[config.mk]
export PLATFORM = sky130hd
export DESIGN_NAME = cp0_exc_ctrl
export DESIGN_NICKNAME = d
export VERILOG_FILES = /design/src/rtl/cp0_exc_ctrl.sv
export SDC_FILE = /design/constraint.sdc
export NUM_CORES = 1
export LEC_CHECK = 0
export ABC_AREA = 0
export ABC_CLOCK_PERIOD_IN_PS = 3000
export CAP_MARGIN = 15
export CORE_MARGIN = 2
export CORE_UTILIZATION = 57
export CTS_CLUSTER_SIZE = 24
export DETAILED_ROUTE_END_ITERATION = 16
export DONT_BUFFER_PORTS = 1
export PLACE_DENSITY = 0.79
export SETUP_SLACK_MARGIN = 0.3
export SLEW_MARGIN = 20
export SYNTH_ARGS = -nofsm -noshare
export SYNTH_HDL_FRONTEND = slang
export SYNTH_SLANG_ARGS = --single-unit
export TNS_END_PERCENT = 50
[constraint.sdc]
create_clock -name clk -period 3 [get_ports clk]
set_clock_uncertainty 0.15 [all_clocks]
set_input_delay 0.3 -clock clk [delete_from_list [all_inputs] [get_ports clk]]
set_output_delay 0.3 -clock clk [all_outputs]
set_load 0.01 [all_outputs]
[src/rtl/cp0_exc_ctrl.sv]
`default_nettype none
// ============================================================================
// cp0_exc_ctrl : CP0 exception/interrupt control, SR/Cause/EPC/PRId, mfc0/mtc0/eret
// Revision 1.0
// ============================================================================
module cp0_exc_ctrl #(
  parameter logic [31:0] PRID_VAL   = 32'h2022_1113,
  parameter logic [31:0] HANDLER_PC = 32'h0000_4180
) (
  input  logic        clk,
  input  logic        reset,
  input  logic [31:0] pcIn,
  input  logic        delaySlotIn,
  input  logic [4:0]  excCodeIn,
  input  logic [5:0]  HWInt,
  input  logic        we,
  input  logic [4:0]  addr,
  input  logic [31:0] din,
  input  logic        eretIn,
  output logic [31:0] dout,
  output logic [31:0] EPCOut,
  output logic [31:0] excPC,
  output logic        Req
);

  localparam logic [4:0]  c_ADDR_SR    = 5'd12;
  localparam logic [4:0]  c_ADDR_CAUSE = 5'd13;
  localparam logic [4:0]  c_ADDR_EPC   = 5'd14;
  localparam logic [4:0]  c_ADDR_PRID  = 5'd15;
  localparam logic [31:0] c_WORD_MASK  = 32'hFFFF_FFFC;

  logic [5:0]  r_im;
  logic        r_exl;
  logic        r_ie;
  logic        r_bd;
  logic [5:0]  r_ip;
  logic [4:0]  r_exccode;
  logic [31:0] r_epc;

  logic        w_int_req;
  logic        w_exc_req;
  logic        w_epc_wr;
  logic [31:0] w_epc_src;

  assign w_int_req = (|(HWInt & r_im)) & r_ie & ~r_exl;
  assign w_exc_req = (excCodeIn != 5'd0) & ~r_exl;
  assign Req       = reset & (w_int_req | w_exc_req);
  assign excPC     = HANDLER_PC;

  // Delay-slot victims restart at the branch so the branch is re-executed.
  assign w_epc_src = delaySlotIn ? (pcIn - 32'd4) : pcIn;
  assign w_epc_wr  = we & (addr == c_ADDR_EPC);
  assign EPCOut    = w_epc_wr ? (din & c_WORD_MASK) : r_epc;

  always_ff @(posedge clk or negedge reset) begin
    if (!reset) begin
      r_im      <= 6'd0;
      r_exl     <= 1'b0;
      r_ie      <= 1'b0;
      r_bd      <= 1'b0;
      r_ip      <= 6'd0;
      r_exccode <= 5'd0;
      r_epc     <= 32'd0;
    end else begin
      r_ip <= HWInt;
      if (Req) begin
        r_exl     <= 1'b1;
        r_exccode <= w_int_req ? 5'd0 : excCodeIn;
        r_bd      <= delaySlotIn;
        r_epc     <= w_epc_src & c_WORD_MASK;
      end else begin
        if (we && addr == c_ADDR_SR) begin
          r_im  <= din[15:10];
          r_exl <= din[1];
          r_ie  <= din[0];
        end
        if (w_epc_wr) begin
          r_epc <= din & c_WORD_MASK;
        end
        // Placed last so eret wins over a simultaneous mtc0 SR write to EXL.
        if (eretIn) begin
          r_exl <= 1'b0;
        end
      end
    end
  end

  always_comb begin
    dout = 32'd0;
    case (addr)
      c_ADDR_SR:    dout = {16'd0, r_im, 8'd0, r_exl, r_ie};
      c_ADDR_CAUSE: dout = {r_bd, 15'd0, r_ip, 3'd0, r_exccode, 2'd0};
      c_ADDR_EPC:   dout = r_epc;
      c_ADDR_PRID:  dout = PRID_VAL;
      default:      dout = 32'd0;
    endcase
  end

endmodule
`default_nettype wire

======== Word-level counts from Yosys, hierarchy flattened ========
Index checks and enable logic that the tools add are counted.
word-level totals
  bits in registers ....................... 52
  output and inout bits ................... 97
  logic and storage cells ................. 34
  input port bits ......................... 85
cells by class
  bitwise gates (word level) .............. 9
  add/subtract/negate cells ............... 1
  muxes and demuxes ....................... 8
  equal/unequal tests ..................... 4
  reduce and logical (&&, ||, !) cells .... 5
operators by type and width
  operator                                                               count
  32-bit one-hot mux with 4 select lines                                 1
  32-bit 2-to-1 mux                                                      3
  32-bit by 3-bit subtractor with 32-bit output, second input constant   1
  5-bit by 4-bit equality test with 1-bit output, second input constant  4
  6-bit AND                                                              1
  6-bit OR reduction                                                     1
  1-bit AND                                                              5
  5-bit 2-to-1 mux                                                       1
  5-bit nonzero test                                                     1
  1-bit 2-to-1 mux                                                       3
  3-bit nonzero test                                                     1
  1-bit NOT                                                              2
  2-bit AND reduction                                                    1
  1-bit logical AND                                                      1
  1-bit bitwise OR                                                       1

======== Logic depth before layout (Yosys ltp) ========
  depth in word-level cells ............... 8
  depth in mapped cells ................... 8
  mapped depth without buffers ............ 7

======== Worst setup path after synthesis ========
No wires, ideal clock.
  path kind ............................... input -> register
  from .................................... input pcIn[7]
  to ...................................... register r_epc[14]
  buffers on the path ..................... 1
  arrival time ............................ 2028 ps
  data required time ...................... 2717 ps
  library setup time ...................... 133 ps
  slack ................................... 689 ps
  cell stages on the path ................. 6
  path through ............................ or4_4 or4_4 buf_6 or3_1 xor2_1 a21oi_2
on the way
  cells in the longest elaborated chain, start to end .. 3
ends and longest elaborated chain
  element                                        RTL line  text
  start, declared                                12        input logic [31:0] pcIn,
  32-bit by 3-bit subtractor with 32-bit output  51        assign w_epc_src = delaySlotIn ? (pcIn - 32'd4) : pcIn;
  32-bit 2-to-1 mux                              51
  32-bit 2-to-1 mux                              66        if (Req) begin
  end signal, assigned                           70        r_epc <= w_epc_src & c_WORD_MASK;
  end signal, assigned                           78        r_epc <= din & c_WORD_MASK;
  end, declared                                  38        logic [31:0] r_epc;
Every way passes these cells.
A chain may end at the register's enable or synchronous reset.

======== Worst setup path after layout ========
  from .................................... register r_exl
  to ...................................... output Req
on the way
  cells in the longest elaborated chain, start to end .. 4
  elaborated cells on any way between the ends .. 5
  classes of those cells .................. 5 x bitwise
ends and longest elaborated chain
  element                              RTL line  text
  start, declared                      33        logic r_exl;
  start signal, assigned               74        r_exl <= din[1];
  1-bit NOT (*)                        45, 46
  1-bit AND, on equally long branches  45, 46
  1-bit bitwise OR (*)                 47        assign Req = reset & (w_int_req | w_exc_req);
  1-bit AND (*)                        47
  end, declared                        23        output logic Req
Mark *: on every way between the ends. The rest lies on a longest branch, timed or not.

==> flow_summary.json <==
{
  "drv_slew": 0,
  "cts-resized-gates": 0,
  "setup.worst_path.start": "r_exl",
  "rsz0062_at_grt": "false",
  "hpwl_um": 6430,
  "critPathLaunchType": "register",
  "ys_seq_area_share_pct": 37.4,
  "syn_inst": 389,
  "wirelength_um": 9040,
  "worstMarginPinSlew_ns": 0.764,
  "io_pins": 182,
  "clk_latency_ns": 0.29,
  "antenna_cells": 0,
  "detail_route.wl_per_cell_um": 18.8,
  "ys_seq_elements": 52,
  "ir_worst_vdd_v": 0.000238,
  "netlist_area_um2": 3480,
  "cts_buffers": 5,
  "p_per_area_nw_per_um2": 504,
  "min_path_type": "input pin to register",
  "max_freq_mhz": 392,
  "grt.total_usage_pct": 26.5,
  "synth_most_common_cell": "nor2_1",
  "hold_depth": 2,
  "ctsLongestPathBuffers": 2,
  "netlist.area_leader.share_pct": 37.4,
  "synthSimpleGateAreaFrac_pct": 20.4,
  "cts_setup_buffers": 0,
  "ys_warn_count": 0,
  "synthTopCellsByArea": "dfrtp_1 (37%), mux2_1 (9.7%), buf_4 (6.9%)",
  "end_kind": "primary output",
  "synth_cell_types": 42,
  "num-nets-final": 490,
  "synth_flop_cell": "dfrtp_1",
  "vias_per_cell": 5.73,
  "clock-sinks": 52,
  "post-route-cell-area_um2": 3780,
  "drc": 0,
  "final_util_pct": 63.9,
  "timing.final.crit_period_ns": 2.55,
  "synth_top_family_by_area": "simple AND/OR/NAND/NOR gates",
  "min_from": "excCodeIn[2]",
  "antenna_found_initial": 0,
  "synth_edf_count": 0,
  "async_flop_share_pct": 100,
  "floorplan.rows": 28,
  "die_width_um": 82.1,
  "htree_num_levels": 2,
  "placed_area_um2": 3440,
  "cp.required_ns": 2.55,
  "cts_tree": "yes",
  "routabilityCongestion": 0.768,
  "maxSlewHeadroom_pct": 49.0,
  "die_area_um2": 6750,
  "vias": 2748,
  "synthMuxAreaShare_pct": 15.3,
  "reg2reg_depth": 4,
  "instances_no_fill": 480,
  "timing.max_cap.violations": 0,
  "timing.rr.start": "r_exl",
  "post-route-period-util_pct": 85.0,
  "yosys.area_share.adder_pct": 0.359,
  "dieHeight_um": 82.1,
  "crit_type": "register to primary output",
  "drt.antenna.violating_nets": 0,
  "drtPass1Iterations": 4,
  "setup_viol_count_final": 0,
  "coreArea_um2": 5920,
  "drive_above_1_share_pct": 8.15,
  "placed_cells": 450,
  "initial_core_util_pct": 58.8,
  "arrival_ns": 2.10,
  "outcome": "finished clean",
  "final_hold_viol_count": 0,
  "grt_pass1_wl_um": 13500,
  "avgSynthCellArea_um2": 8.95,
  "cts.clk_slew.worst_paths_ns": 0.09,
  "power_leakage_nw": 1.51,
  "path_max_fanout": 24,
  "first_global_vias": 2854,
  "synth_top_area_cell": "dfrtp_1",
  "synth_xor_area_share_pct": 6.79,
  "drt-initial-drc-count": 66,
  "ys_top_cells_by_count": "nor2_1 (63), dfrtp_1 (52), a21oi_1 (33)",
  "synth_compound_area_share_pct": 9.49,
  "grt_max_degree": 53,
  "tns_ns": 0,
  "area_growth_pct": 8.63,
  "io_buffers": 0,
  "gr-total-overflow": 0,
  "holdBufCountCts": 22,
  "cts_root_buffer": "clkbuf_8"
}
-- layout make-up --
type                       instances  area, µm²
fill                             501       2140
tap                               75       93.8
clock buffer                       6       72.6
sequential                        52       1300
multi-input combinational        308       1960
clock inverter                     2       35.0
timing repair buffer              29        290
inverter                           8       30.0
-- layer usage --
layer  up-vias  track usage (%)  routed length [µm]
li1       1301                -                   -
met1      1304             31.6                3650
met2       137             48.4                4630
met3         6             5.65                 691
met4         0             7.00                  63
met5         -                0                   0
-- metrics by stage --
| step | power [mW] | hold WS (ns) | worst slack (ns) |
|---|---|---|---|
| detailed placement | 1.40 | -0.144 | 0.586 |
| CTS | 1.92 | 0.00121 | 0.455 |
| floorplan | 1.33 | -0.146 | 0.689 |
| global route | 2.02 | 0.0191 | 0.325 |
| global placement | 1.38 | -0.144 | 0.650 |
| finish | 1.91 | 0.0149 | 0.449 |
-- critical path: stages, from the launching register on --
cell and delay (ns):
dfrtp_1 0.41, nor2b_1 0.37, a21boi_4 0.65, buf_4 0.37
-- report_power, final --
group	total (mW)	switching (mW)	internal (mW)	leakage [nW]
combinational	0.517	0.307	0.210	0.852
sequential	0.917	0.0792	0.837	0.606
clock	0.473	0.225	0.248	0.0552
total	1.91	0.611	1.30	1.51
-- cells in the final DEF, fill, tap and decap left out, drive strengths merged, types with 8 or more instances in the layout --
cell type,n
nor2,63
dfrtp,52
mux2,42
a21oi,34
conb,32
xnor2,21
dlygate4sd3,21
nor3,16
and2,15
o21ai,10
or3,9
inv,8
buf,8
-- worst paths after layout --
kind	end	slack, ns
max in group asynchronous	r_epc[18]	2.07
min reg2reg	r_bd	0.38
min in group asynchronous	r_epc[8]	0.41
max reg2reg	r_epc[13]	0.56
min	r_exccode[2]	0.01
max	Req	0.45
-- cell families after synthesis --
family	Yosys count
other cells	2
fa+ha+maj	1
flops	52
xor+xnor	27
buf+inv	59
compound gates	58
mux	48
simple gates	142
-- registers in the layout, indices dropped and copies added (netlist names) --
register / cells
r_exccode: 5
r_bd: 1
r_ie: 1
r_epc: 32
r_ip: 6
r_exl: 1
r_im: 6
(Power assumes the default switching activity.)
